<file path="src/rtl/ms_clk_monitor_pkg.sv">
// Shared types and constant helpers for the millisecond clock monitor.
// Range bounds are clamped so they cannot wrap below zero or above the counter width.
package ms_clk_monitor_pkg;

  typedef enum logic [1:0] {
    IDLE    = 2'd0,
    MEASURE = 2'd1,
    LOCKED  = 2'd2,
    LOST    = 2'd3
  } state_e;

  function automatic int unsigned range_lo(int unsigned expected, int unsigned tol);
    return (expected > tol) ? (expected - tol) : 32'd0;
  endfunction

  function automatic int unsigned range_hi(int unsigned expected, int unsigned tol,
                                           int unsigned width);
    longint unsigned sum;
    longint unsigned max_v;
    sum   = 64'(expected) + 64'(tol);
    max_v = (64'd1 << width) - 64'd1;
    return (sum > max_v) ? 32'(max_v) : 32'(sum);
  endfunction

endpackage

</file>
<file path="src/rtl/ms_clk_monitor_sync_edge_detect.sv">
// Two-flop synchronizer with delay flop; exposes the combinational rising edge
// and a registered one-cycle tick. Reusable for any asynchronous level input.
module sync_edge_detect (
  input  logic clk,
  input  logic rst,
  input  logic async_in,
  output logic rise_c,
  output logic tick
);

  logic sync1;
  logic sync2;
  logic dly;

  always_ff @(posedge clk or posedge rst) begin
    if (rst) begin
      sync1 <= 1'b0;
      sync2 <= 1'b0;
      dly   <= 1'b0;
      tick  <= 1'b0;
    end else begin
      sync1 <= async_in;
      sync2 <= sync1;
      dly   <= sync2;
      tick  <= rise_c;
    end
  end

  assign rise_c = sync2 & ~dly;

endmodule

</file>
<file path="src/rtl/ms_clk_monitor.sv">
// Checks a slow clock sampled in the clk domain: emits a tick per rising edge,
// measures edge-to-edge period and reports lock / loss against the nominal period.
module ms_clk_monitor
  import ms_clk_monitor_pkg::*;
#(
  parameter int unsigned CNT_WIDTH       = 10,
  parameter int unsigned EXPECTED_PERIOD = 256,
  parameter int unsigned TOLERANCE       = 2,
  parameter int unsigned LOCK_COUNT      = 4,
  parameter int unsigned TIMEOUT         = 512
) (
  input  logic                 clk,
  input  logic                 rst,
  input  logic                 clk_ms,
  output logic                 tick,
  output logic [CNT_WIDTH-1:0] period,
  output logic                 period_valid,
  output logic                 in_range,
  output logic                 locked,
  output logic                 lost
);

  localparam int unsigned GOOD_W = $clog2(LOCK_COUNT + 1);

  localparam logic [CNT_WIDTH-1:0] RANGE_LO  = CNT_WIDTH'(range_lo(EXPECTED_PERIOD, TOLERANCE));
  localparam logic [CNT_WIDTH-1:0] RANGE_HI  = CNT_WIDTH'(range_hi(EXPECTED_PERIOD, TOLERANCE,
                                                                    CNT_WIDTH));
  localparam logic [CNT_WIDTH-1:0] CNT_MAX   = CNT_WIDTH'(TIMEOUT);
  localparam logic [GOOD_W-1:0]    GOOD_LOCK = GOOD_W'(LOCK_COUNT);

  logic                 rise_c;
  logic [CNT_WIDTH-1:0] cnt;
  logic [CNT_WIDTH-1:0] cnt_nxt;
  logic                 cnt_in_range_c;
  logic [GOOD_W-1:0]    good_cnt;
  logic [GOOD_W-1:0]    good_nxt;
  state_e               state;
  state_e               state_nxt;
  logic [CNT_WIDTH-1:0] period_nxt;
  logic                 period_valid_nxt;
  logic                 in_range_nxt;

  sync_edge_detect u_sync (
    .clk      (clk),
    .rst      (rst),
    .async_in (clk_ms),
    .rise_c   (rise_c),
    .tick     (tick)
  );

  // Period counter: restarts at 1 on each edge, saturates so it never wraps.
  always_comb begin
    cnt_nxt = cnt;
    if (rise_c) begin
      cnt_nxt = CNT_WIDTH'(1);
    end else if (cnt != CNT_MAX) begin
      cnt_nxt = cnt + CNT_WIDTH'(1);
    end
  end

  assign cnt_in_range_c = (cnt >= RANGE_LO) && (cnt <= RANGE_HI);

  // Next-state and registered-output logic.
  always_comb begin
    state_nxt        = state;
    good_nxt         = good_cnt;
    period_nxt       = period;
    period_valid_nxt = 1'b0;
    in_range_nxt     = in_range;
    unique case (state)
      IDLE: begin
        if (rise_c) begin
          state_nxt = MEASURE;
        end
      end
      MEASURE, LOCKED: begin
        if (rise_c) begin
          period_nxt       = cnt;
          period_valid_nxt = 1'b1;
          in_range_nxt     = cnt_in_range_c;
          if (cnt_in_range_c) begin
            if (good_cnt != GOOD_LOCK) begin
              good_nxt = good_cnt + GOOD_W'(1);
            end
            if (good_nxt == GOOD_LOCK) begin
              state_nxt = LOCKED;
            end
          end else begin
            good_nxt  = '0;
            state_nxt = MEASURE;
          end
        end else if (cnt == CNT_MAX) begin
          good_nxt  = '0;
          state_nxt = LOST;
        end
      end
      LOST: begin
        if (rise_c) begin
          state_nxt = MEASURE;
        end
      end
      default: begin
        state_nxt = IDLE;
      end
    endcase
  end

  always_ff @(posedge clk or posedge rst) begin
    if (rst) begin
      cnt          <= '0;
      good_cnt     <= '0;
      state        <= IDLE;
      period       <= '0;
      period_valid <= 1'b0;
      in_range     <= 1'b0;
      locked       <= 1'b0;
      lost         <= 1'b0;
    end else begin
      cnt          <= cnt_nxt;
      good_cnt     <= good_nxt;
      state        <= state_nxt;
      period       <= period_nxt;
      period_valid <= period_valid_nxt;
      in_range     <= in_range_nxt;
      locked       <= (state_nxt == LOCKED);
      lost         <= (state_nxt == LOST);
    end
  end

endmodule

</file>
<file path="config.mk">
export PLATFORM = sky130hd
export DESIGN_NAME = ms_clk_monitor
export DESIGN_NICKNAME = d
export VERILOG_FILES = /design/src/rtl/ms_clk_monitor_pkg.sv /design/src/rtl/ms_clk_monitor_sync_edge_detect.sv /design/src/rtl/ms_clk_monitor.sv
export SDC_FILE = /design/constraint.sdc
export NUM_CORES = 1
export LEC_CHECK = 0
export ABC_CLOCK_PERIOD_IN_PS = 2000
export BUFFER_PORTS_ARGS = -buffer_cell sky130_fd_sc_hd__buf_4
export CORE_ASPECT_RATIO = 0.5
export CORE_MARGIN = 8
export CORE_UTILIZATION = 51
export DETAILED_ROUTE_END_ITERATION = 16
export HOLD_SLACK_MARGIN = 0.1
export PLACE_DENSITY_LB_ADDON = 0.15
export RECOVER_POWER = 50
export SYNTH_ARGS = -nofsm -noshare
export SYNTH_HDL_FRONTEND = slang
export SYNTH_SLANG_ARGS = --single-unit
export TNS_END_PERCENT = 10
</file>
<file path="constraint.sdc">
create_clock -name clk -period 2 [get_ports clk]
set_clock_uncertainty 0.1 [all_clocks]
set_input_delay 0.2 -clock clk [delete_from_list [all_inputs] [get_ports clk]]
set_output_delay 0.2 -clock clk [all_outputs]
set_load 0.02 [all_outputs]
</file>
==> results.sh, run 1 <==
export IMPL_reg2reg_depth=4
export IMPL_tightest_slew_ns=0.815
export IMPL_grt_start_max_net_pins=34
export IMPL_clk_pin_slew_ns=0.07
export IMPL_synth_nets=145
export IMPL_drive_gt1_share_pct=33.3
export IMPL_coreArea_mm2=0.00298
export IMPL_final_util_pct=67.0
export IMPL_die_w_um=94.9
export IMPL_finalSetupTns_ns=0
export IMPL_fin_cells=214
export IMPL_fill_cells=235
export IMPL_pre_cts_ws_ns=0.0764
export IMPL_min_period_ns=1.94
export IMPL_setup_slack_ns=0.0567
export IMPL_numCtsBuffers=5
export IMPL_antenna_left=0
export IMPL_leakage_nw=0.944
export IMPL_grt_usage_pct=12.6
export IMPL_hpwl_um=2300
export IMPL_start_util_pct=53.3
export IMPL_final_nets=181
export IMPL_p_int_w=0.00132
export IMPL_critPathKind="reg2reg"
export IMPL_rows=14
export IMPL_ys_seq_area_share_pct=52.0
export IMPL_maxSlewViolCount=0
export IMPL_hp_start="u_sync.sync1"
export IMPL_io_buffer_count=17
export IMPL_status="completed"
export IMPL_fp_dieH_um=55.5
export IMPL_area_growth_syn_to_layout_pct=25.7
export IMPL_postCtsSetupBuffers=0
export IMPL_grt_ovfl_total=0
export IMPL_die_area_mm2=0.00526
export IMPL_holdPathStages=0
export IMPL_routed_via_count=1148
export IMPL_synth_warnings=0
export IMPL_critPathRequiredTime_ns=2.06
export IMPL_max_vdd_ir_drop_uv=546
export IMPL_p_per_area_mw_per_mm2=929
export IMPL_syn_area_mm2=0.00159
export IMPL_arrival_ns=2.01
export IMPL_critPathLaunchType="register"
export IMPL_hold_viol_final=0
export IMPL_comb_power_share_pct=21.2
export IMPL_routed_wl_um=3220
export IMPL_slew_headroom_pct=45.6
export IMPL_drtPass1Iterations=4
export IMPL_endpoint="locked"
export IMPL_diodes=0
export IMPL_routed_via_density=5.36
export IMPL_drt_wirelength_per_cell_um=15.1
export IMPL_clk_latency_ns=0.28
export IMPL_clock_fmax_mhz=515
export IMPL_synth_seq_cells=33
export IMPL_antenna_found_initial=0
export IMPL_ys_types=41
export IMPL_grt_pass1_wl_um=5260
export IMPL_crit_path_end_kind="register"
export IMPL_h_tree_depth=2
export IMPL_final_period_utilization_pct=97.2
export IMPL_hold_class="reg2reg"
export IMPL_cts_root_buf="clkbuf_8"
export IMPL_cts_tree="done"
export IMPL_grt_pass1_vias=1123
export IMPL_dp_cells=204
export IMPL_power_frac_clock_pct=35.3
export IMPL_critPathMaxFanout=4
export IMPL_maxCapViolCount=0
export IMPL_switchingPower_w=0.000533
export IMPL_synthCells=137
export IMPL_r2r_slack_ns=0.06
export IMPL_avgSynthCellArea_um2=11.6
export IMPL_drc=0
export IMPL_clockBufferDepth=2
export IMPL_cts_sinks=33
export IMPL_cp_startpoint="cnt[6]"
export IMPL_fin_hold_ws_ns=0.251
export IMPL_seqPwrFrac_pct=43.5
export IMPL_io_pins=18
export IMPL_swShare_pct=28.8
export IMPL_gp_routability_congestion=0.790
export IMPL_finalSetupViolations=0
export IMPL_r2r_end="locked"
export IMPL_r2r_start="cnt[6]"
export IMPL_rsz0062_at_grt="true"
export IMPL_first_iter_violations=53
==> per-layer routing <==
layer	share of wire (%)	vias to the layer above	global-route usage, %
met5	0	-	0
met4	1.1	0	4.19
met3	3.6	7	4.58
met2	44	17	18.3
met1	51	564	16.8
li1	-	560	-
==> placed cells by master, fill, tap and decap left out, drive strengths merged, types with 4 or more instances in the layout <==
cell    instances
nor4            4
ha              5
nor2           11
a21oi           4
mux2           10
xor2            6
nand2           4
nand3           6
inv             8
dfrtp          33
clkbuf         12
o21ai           5
buf            24
==> synth_stat cells <==
master / number / area [um^2]
dfrtp_1: 33 / 826
nor2_1: 11 / 41.3
mux2_2: 10 / 113
inv_1: 8 / 30.0
nand3_1: 6 / 30.0
xor2_1: 6 / 52.6
ha_1: 5 / 62.6
a21oi_1: 4 / 20.0
nand2_1: 4 / 15.0
and3_1: 3 / 18.8
nand2b_1: 3 / 18.8
o211ai_1: 3 / 22.5
o21ai_1: 3 / 15.0
xnor2_1: 3 / 26.3
and2_1: 2 / 12.5
buf_2: 2 / 10.0
nor3_1: 2 / 10.0
nor4_1: 2 / 12.5
nor4_4: 2 / 42.5
o21ai_0: 2 / 10.0
o221ai_1: 2 / 17.5
or3b_2: 2 / 17.5
a211o_1: 1 / 8.76
a211oi_2: 1 / 12.5
a21bo_2: 1 / 10.0
a21boi_2: 1 / 11.3
a22oi_1: 1 / 7.51
a2bb2oi_1: 1 / 8.76
a31oi_1: 1 / 6.26
clkbuf_1: 1 / 3.75
mux2i_1: 1 / 10.0
nand3b_1: 1 / 7.51
nand4_1: 1 / 6.26
nor3_2: 1 / 10.0
o2111ai_1: 1 / 8.76
o211a_1: 1 / 10.0
o21bai_1: 1 / 7.51
or2_2: 1 / 6.26
or3_1: 1 / 6.26
or3_4: 1 / 11.3
or4_4: 1 / 11.3
==> metrics by stage <==
stage / instance area (um^2) / power, W
floorplan: 1590 / 0.00106
global placement: 1850 / 0.00120
detailed placement: 1850 / 0.00122
CTS: 1990 / 0.00187
global route: 2000 / 0.00194
finish: 2000 / 0.00185
==> how the worst min path moves through the flow <==
stage / to / slack (ns)
after detailed placement: u_sync.sync1 / 0.21
after CTS: u_sync.sync2 / 0.25
after global routing: u_sync.sync2 / 0.26
after floorplan: u_sync.sync1 / 0.13
final: u_sync.sync2 / 0.25
after global placement: period[5] / 0.21
==> final cells by class <==
cell class                      instances  area [um^2]  share of cell area (%)
Clock buffer                            6         82.6                    4.14
Clock inverter                          2         37.5                    1.88
Inverter                                8         30.0                    1.50
Sequential cell                        33          826                    41.4
Multi-Input combinational cell         93          738                    37.0
Tap cell                               40         50.0                    2.51
Timing Repair Buffer                   32          231                    11.6
==> flip-flops by register name (all words and copies together) (netlist names) <==
| register | count |
|---|---|
| cnt | 10 |
| lost | 1 |
| state | 2 |
| u_sync.dly | 1 |
| u_sync.tick | 1 |
| good_cnt | 3 |
| in_range | 1 |
| u_sync.sync2 | 1 |
| period | 10 |
| period_valid | 1 |
| locked | 1 |
| u_sync.sync1 | 1 |
==> critical path, stage by stage, from the launching register on <==
cell and delay, ns:
dfrtp_1 0.38, or4_4 0.59, or3_4 0.44, a211oi_2 0.23, o21ai_1 0.08
==> power by group through the flow <==
stage,Combinational (W),Sequential (W),Clock (W)
after CTS,0.000400,0.000807,0.000664
after floorplan,0.000199,0.000864,0
after global placement,0.000387,0.000815,0
final,0.000394,0.000807,0.000654
after global routing,0.000433,0.000819,0.000693
after detailed placement,0.000396,0.000820,0
==> cells by family after synthesis <==
kind of cell,synth area share (%)
and+or+nand+nor,17.5
DFF,52.0
AOI/OAI and AO/OA,11.1
buffers and inverters,2.76
muxes,7.72
xor gates and xnor gates,4.96
adders and majority gates,3.94
==> what timing repair did <==
action,in CTS,in global routing
hold buffers,2,0
gates resized for setup,0,3
endpoints found under the setup margin,0,2
hold endpoints to repair,34,0
Power figures use the tool's default switching activity.
==> run 2, diff against run 1 <==
--- a/config.mk
+++ b/config.mk
@@ -14,6 +14,7 @@
 export HOLD_SLACK_MARGIN = 0.1
 export PLACE_DENSITY_LB_ADDON = 0.15
 export RECOVER_POWER = 50
+export SETUP_SLACK_MARGIN = 0.3
 export SYNTH_ARGS = -nofsm -noshare
 export SYNTH_HDL_FRONTEND = slang
 export SYNTH_SLANG_ARGS = --single-unit
==> results.sh, run 2 (same netlist as run 1, synthesis figures left out) <==
export IMPL_fp_dieH_um=55.5
export IMPL_clockBufferDepth=2
export IMPL_min_period_ns=1.90
export IMPL_rsz0062_at_grt="true"
export IMPL_reg2reg_depth=6
export IMPL_tightest_slew_ns=0.847
export IMPL_hold_path_end="u_sync.sync2"
export IMPL_finalSetupTns_ns=0
export IMPL_seqPwrFrac_pct=47.9
export IMPL_hp_start="u_sync.sync1"
export IMPL_grt_pass1_wl_um=5430
export IMPL_first_iter_violations=52
export IMPL_critPathKind="reg2reg"
export IMPL_area_growth_syn_to_layout_pct=25.5
export IMPL_final_common_cell="dfrtp_1"
export IMPL_grt_ovfl_total=0
export IMPL_critPathRequiredTime_ns=2.07
export IMPL_r2r_slack_ns=0.1
export IMPL_drtPass1Iterations=4
export IMPL_cp_startpoint="good_cnt[0]"
export IMPL_clk_pin_slew_ns=0.07
export IMPL_hold_viol_final=0
export IMPL_coreArea_mm2=0.00298
export IMPL_routed_via_count=1152
export IMPL_clock_fmax_mhz=526
export IMPL_arrival_ns=1.97
export IMPL_status="completed"
export IMPL_io_pins=18
export IMPL_drt_wirelength_per_cell_um=15.3
export IMPL_gp_routability_congestion=0.806
export IMPL_antenna_found_initial=0
export IMPL_final_nets=181
export IMPL_grt_pass1_vias=1147
export IMPL_cts_sinks=33
export IMPL_max_vdd_ir_drop_uv=591
export IMPL_leakage_nw=0.938
export IMPL_maxCapViolCount=0
export IMPL_hpwl_um=2290
export IMPL_cts_tree="done"
export IMPL_drive_gt1_share_pct=33.9
export IMPL_rows=14
export IMPL_grt_usage_pct=13.2
export IMPL_h_tree_depth=2
export IMPL_p_int_w=0.00116
export IMPL_r2r_start="good_cnt[0]"
export IMPL_die_w_um=94.9
export IMPL_cpMaxStageDelayCell="or3b_2"
export IMPL_cpPeakStageDelay_ns=0.46
export IMPL_slew_headroom_pct=43.5
export IMPL_numCtsBuffers=5
export IMPL_reg_top3="cnt: 10 flops, period: 10 flops, good_cnt: 3 flops"
export IMPL_final_cell_mix="dfrtp_1, buf_4, nor2_1"
export IMPL_p_per_area_mw_per_mm2=850
export IMPL_start_util_pct=53.3
export IMPL_clk_latency_ns=0.28
export IMPL_routed_wl_um=3260
export IMPL_swShare_pct=31.4
export IMPL_r2r_end="state[0]"
export IMPL_cts_root_buf="clkbuf_8"
export IMPL_crit_chain="inv_1, ha_1, or3b_2, a31oi_2, o2111ai_2, o211a_1"
export IMPL_die_area_mm2=0.00526
export IMPL_antenna_left=0
export IMPL_placed_cell_area_mm2=0.00186
export IMPL_routed_via_density=5.38
export IMPL_crit_path_end_kind="register"
export IMPL_power_frac_clock_pct=28.2
export IMPL_final_period_utilization_pct=95.1
export IMPL_diodes=0
export IMPL_switchingPower_w=0.000531
export IMPL_final_area_mm2=0.00199
export IMPL_drc=0
export IMPL_finalSetupViolations=0
export IMPL_grt_start_max_net_pins=34
export IMPL_io_buffer_count=17
export IMPL_critPathMaxFanout=4
export IMPL_critPathLaunchType="register"
export IMPL_comb_power_share_pct=23.9
export IMPL_holdPathStages=0
export IMPL_maxSlewViolCount=0
export IMPL_hold_class="reg2reg"
==> run 2: worst max-delay path by stage <==
stage                  endpoint  slack (ns)
floorplan           good_cnt[2]        0.14
global placement    good_cnt[2]        0.14
detailed placement  good_cnt[2]        0.12
CTS                      locked        0.11
global route           state[0]        0.03
finish                 state[0]         0.1
==> run 2: timing repair <==
item / in CTS / in global routing
setup buffers: 1 / 0
endpoints found under the setup margin: 11 / 21
hold buffers: 2 / 0
pin swaps: 0 / 1
endpoints found under the hold margin: 34 / 0
gates resized for setup: 1 / 5
==> run 2: layout make-up <==
type | count | area, um^2
fill | 226 | 986
sequential | 33 | 826
multi-input combinational | 93 | 763
timing repair buffer | 32 | 240
clock buffer | 6 | 72.6
tap | 40 | 50.0
inverter | 8 | 30.0
clock inverter | 2 | 10.0
==> run 2: power groups by stage <==
| stage | clock (W) | combinational [W] | sequential, W |
|---|---|---|---|
| floorplan | 0 | 0.000200 | 0.000864 |
| global placement | 0 | 0.000394 | 0.000816 |
| detailed placement | 0 | 0.000399 | 0.000819 |
| CTS | 0.000491 | 0.000404 | 0.000809 |
| global route | 0.000521 | 0.000441 | 0.000821 |
| finish | 0.000477 | 0.000405 | 0.000810 |
==> run 2: per-stage QoR <==
step	setup slack [ns]	total power, W	cells	hold slack [ns]	utilization (%)
final	0.0983	0.00169	214	0.250	66.9
after global routing	0.0274	0.00178	214	0.253	66.9
after CTS	0.114	0.00170	214	0.251	66.4
after detailed placement	0.116	0.00122	203	0.211	62.5
after global placement	0.142	0.00121	203	0.210	62.5
after floorplan	0.142	0.00106	137	0.131	-
==> run 2: worst max-delay path: cells and delay by family (launching register included) <==
kind,cells,cell delay (ns)
AOI/OAI and AO/OA,3,0.53
adders and majority gates,1,0.23
buffers and inverters,1,0.07
DFF,1,0.39
and+or+nand+nor,1,0.46
==> run 2: metal layers <==
metal / part of all wire (%) / up-vias / GRT usage, %
li1: - / 564 / -
met1: 51 / 563 / 17.9
met2: 43 / 23 / 18.0
met3: 5.0 / 2 / 5.52
met4: 0.58 / 0 / 5.07
met5: 0 / - / 0
==> run 3, diff against run 2 <==
--- a/config.mk
+++ b/config.mk
@@ -10,6 +10,7 @@
 export CORE_ASPECT_RATIO = 0.5
 export CORE_MARGIN = 8
 export CORE_UTILIZATION = 51
+export CTS_BUF_LIST = sky130_fd_sc_hd__clkbuf_16
 export DETAILED_ROUTE_END_ITERATION = 16
 export HOLD_SLACK_MARGIN = 0.1
 export PLACE_DENSITY_LB_ADDON = 0.15
==> results.sh, run 3 (same netlist as run 1, synthesis figures left out) <==
export IMPL_status="completed"
export IMPL_drive_gt1_share_pct=33.9
export IMPL_rows=14
export IMPL_h_tree_depth=2
export IMPL_io_pins=18
export IMPL_hpwl_um=2290
export IMPL_tightest_slew_ns=0.830
export IMPL_placed_cell_area_mm2=0.00186
export IMPL_antenna_found_initial=0
export IMPL_clockBufferDepth=2
export IMPL_grt_usage_pct=13.7
export IMPL_min_period_ns=1.90
export IMPL_coreArea_mm2=0.00298
export IMPL_routed_via_density=5.42
export IMPL_routed_wl_um=3300
export IMPL_drc=0
export IMPL_grt_busiest_layer="met2"
export IMPL_switchingPower_w=0.000565
export IMPL_hold_viol_final=0
export IMPL_cts_tree="done"
export IMPL_crit_family="compound AO/OA/AOI/OAI gates"
export IMPL_clk_pin_slew_ns=0.05
export IMPL_grt_pass1_wl_um=5600
export IMPL_grtUsageMet1_pct=18.0
export IMPL_r2r_end="state[0]"
export IMPL_numCtsBuffers=5
export IMPL_maxCapViolCount=0
export IMPL_slew_headroom_pct=44.7
export IMPL_crit_chain="inv_1, ha_1, or3b_2, a31oi_2, o2111ai_2, o211a_1"
export IMPL_arrival_ns=1.96
export IMPL_gp_routability_congestion=0.806
export IMPL_critPathMaxFanout=4
export IMPL_cts_root_buf="clkbuf_16"
export IMPL_area_growth_syn_to_layout_pct=29.0
export IMPL_r2r_slack_ns=0.10
export IMPL_r2r_start="good_cnt[0]"
export IMPL_final_cell_mix="dfrtp_1, buf_4, nor2_1"
export IMPL_drt_wirelength_per_cell_um=15.4
export IMPL_reg2reg_depth=6
export IMPL_dp_cells=203
export IMPL_critPathRequiredTime_ns=2.06
export IMPL_start_util_pct=53.3
export IMPL_grt_start_max_net_pins=34
export IMPL_power_frac_clock_pct=37.2
export IMPL_die_w_um=94.9
export IMPL_use_met3_pct=5.52
export IMPL_crit_path_end_kind="register"
export IMPL_fp_dieH_um=55.5
export IMPL_critPathLaunchType="register"
export IMPL_clock_fmax_mhz=527
export IMPL_hold_class="reg2reg"
export IMPL_die_area_mm2=0.00526
export IMPL_final_period_utilization_pct=94.9
export IMPL_routed_via_count=1160
export IMPL_crit_cells=6
export IMPL_fin_cells=214
export IMPL_met2_usage_pct=19.0
export IMPL_io_buffer_count=17
export IMPL_grt_ovfl_total=0
export IMPL_endpoint="state[0]"
export IMPL_comb_power_share_pct=21.0
export IMPL_cpMaxStageDelayCell="or3b_2"
export IMPL_p_per_area_mw_per_mm2=946
export IMPL_final_area_mm2=0.00205
export IMPL_reg_top3="cnt: 10 flops, period: 10 flops, good_cnt: 3 flops"
export IMPL_max_vdd_ir_drop_uv=615
export IMPL_critPathKind="reg2reg"
export IMPL_cts_sinks=33
export IMPL_clk_latency_ns=0.28
export IMPL_first_iter_violations=75
export IMPL_maxSlewViolCount=0
export IMPL_rsz0062_at_grt="true"
export IMPL_grt_pass1_vias=1157
export IMPL_drtPass1Iterations=4
export IMPL_cp_startpoint="good_cnt[0]"
export IMPL_path_buf_inv=1
export IMPL_p_int_w=0.00137
export IMPL_cpPeakStageDelay_ns=0.46
export IMPL_final_common_cell="dfrtp_1"
export IMPL_finalSetupTns_ns=0
export IMPL_final_util_pct=68.8
export IMPL_final_nets=181
export IMPL_swShare_pct=29.1
export IMPL_diodes=0
export IMPL_leakage_nw=0.968
export IMPL_antenna_left=0
export IMPL_finalSetupViolations=0
export IMPL_fin_hold_ws_ns=0.248
export IMPL_seqPwrFrac_pct=41.8
run 3: how the worst min path moves through the flow:
stage                  from            to  slack, ns  cells after the start
2_1_floorplan        clk_ms  u_sync.sync1       0.13                      0
3_3_place_gp         clk_ms  u_sync.sync1       0.21                      1
3_5_place_dp         clk_ms  u_sync.sync1       0.21                      1
4_1_cts        u_sync.sync1  u_sync.sync2       0.25                      0
5_1_grt        u_sync.sync1  u_sync.sync2       0.25                      0
6_report       u_sync.sync1  u_sync.sync2       0.25                      0
run 3: power groups by stage:
stage                     combinational [W]  clock, W  sequential (W)
after global placement             0.000394         0        0.000816
after floorplan                    0.000200         0        0.000864
final                              0.000408  0.000720        0.000810
after global routing               0.000441  0.000764        0.000822
after CTS                          0.000406  0.000739        0.000810
after detailed placement           0.000399         0        0.000819
run 3: per-layer routing:
layer	up-vias	wire length, um
li1	563	-
met1	557	1620
met2	34	1440
met3	6	204
met4	0	38
met5	-	0
run 3: area by class of cell:
type,instances,area (um^2)
Fill cell,228,930
Sequential cell,33,826
Multi-Input combinational cell,93,763
Timing Repair Buffer,32,240
Clock buffer,5,125
Tap cell,40,50.0
Inverter,8,30.0
Clock inverter,3,13.8
run 3: what timing repair did:
action | CTS | global route
buffers inserted | 1 | 0
hold buffers | 2 | 0
cloned | 0 | 0
setup endpoints to repair | 11 | 21
gates resized for setup | 2 | 4
hold endpoints to repair | 34 | 0
pin swaps | 0 | 1
run 3: worst register-to-register path: cells and delay by family, from the launching register on:
family                     cells  cell delay, ns
AOI/OAI and AO/OA              3            0.53
buffers and inverters          1            0.07
and+or+nand+nor                1            0.47
adders and majority gates      1            0.24
DFF                            1            0.38
run 3: per-stage QoR:
step	setup slack (ns)	total power [W]
6_report	0.103	0.00194
5_1_grt	0.0300	0.00203
4_1_cts	0.125	0.00195
3_5_place_dp	0.116	0.00122
3_3_place_gp	0.142	0.00121
2_1_floorplan	0.142	0.00106
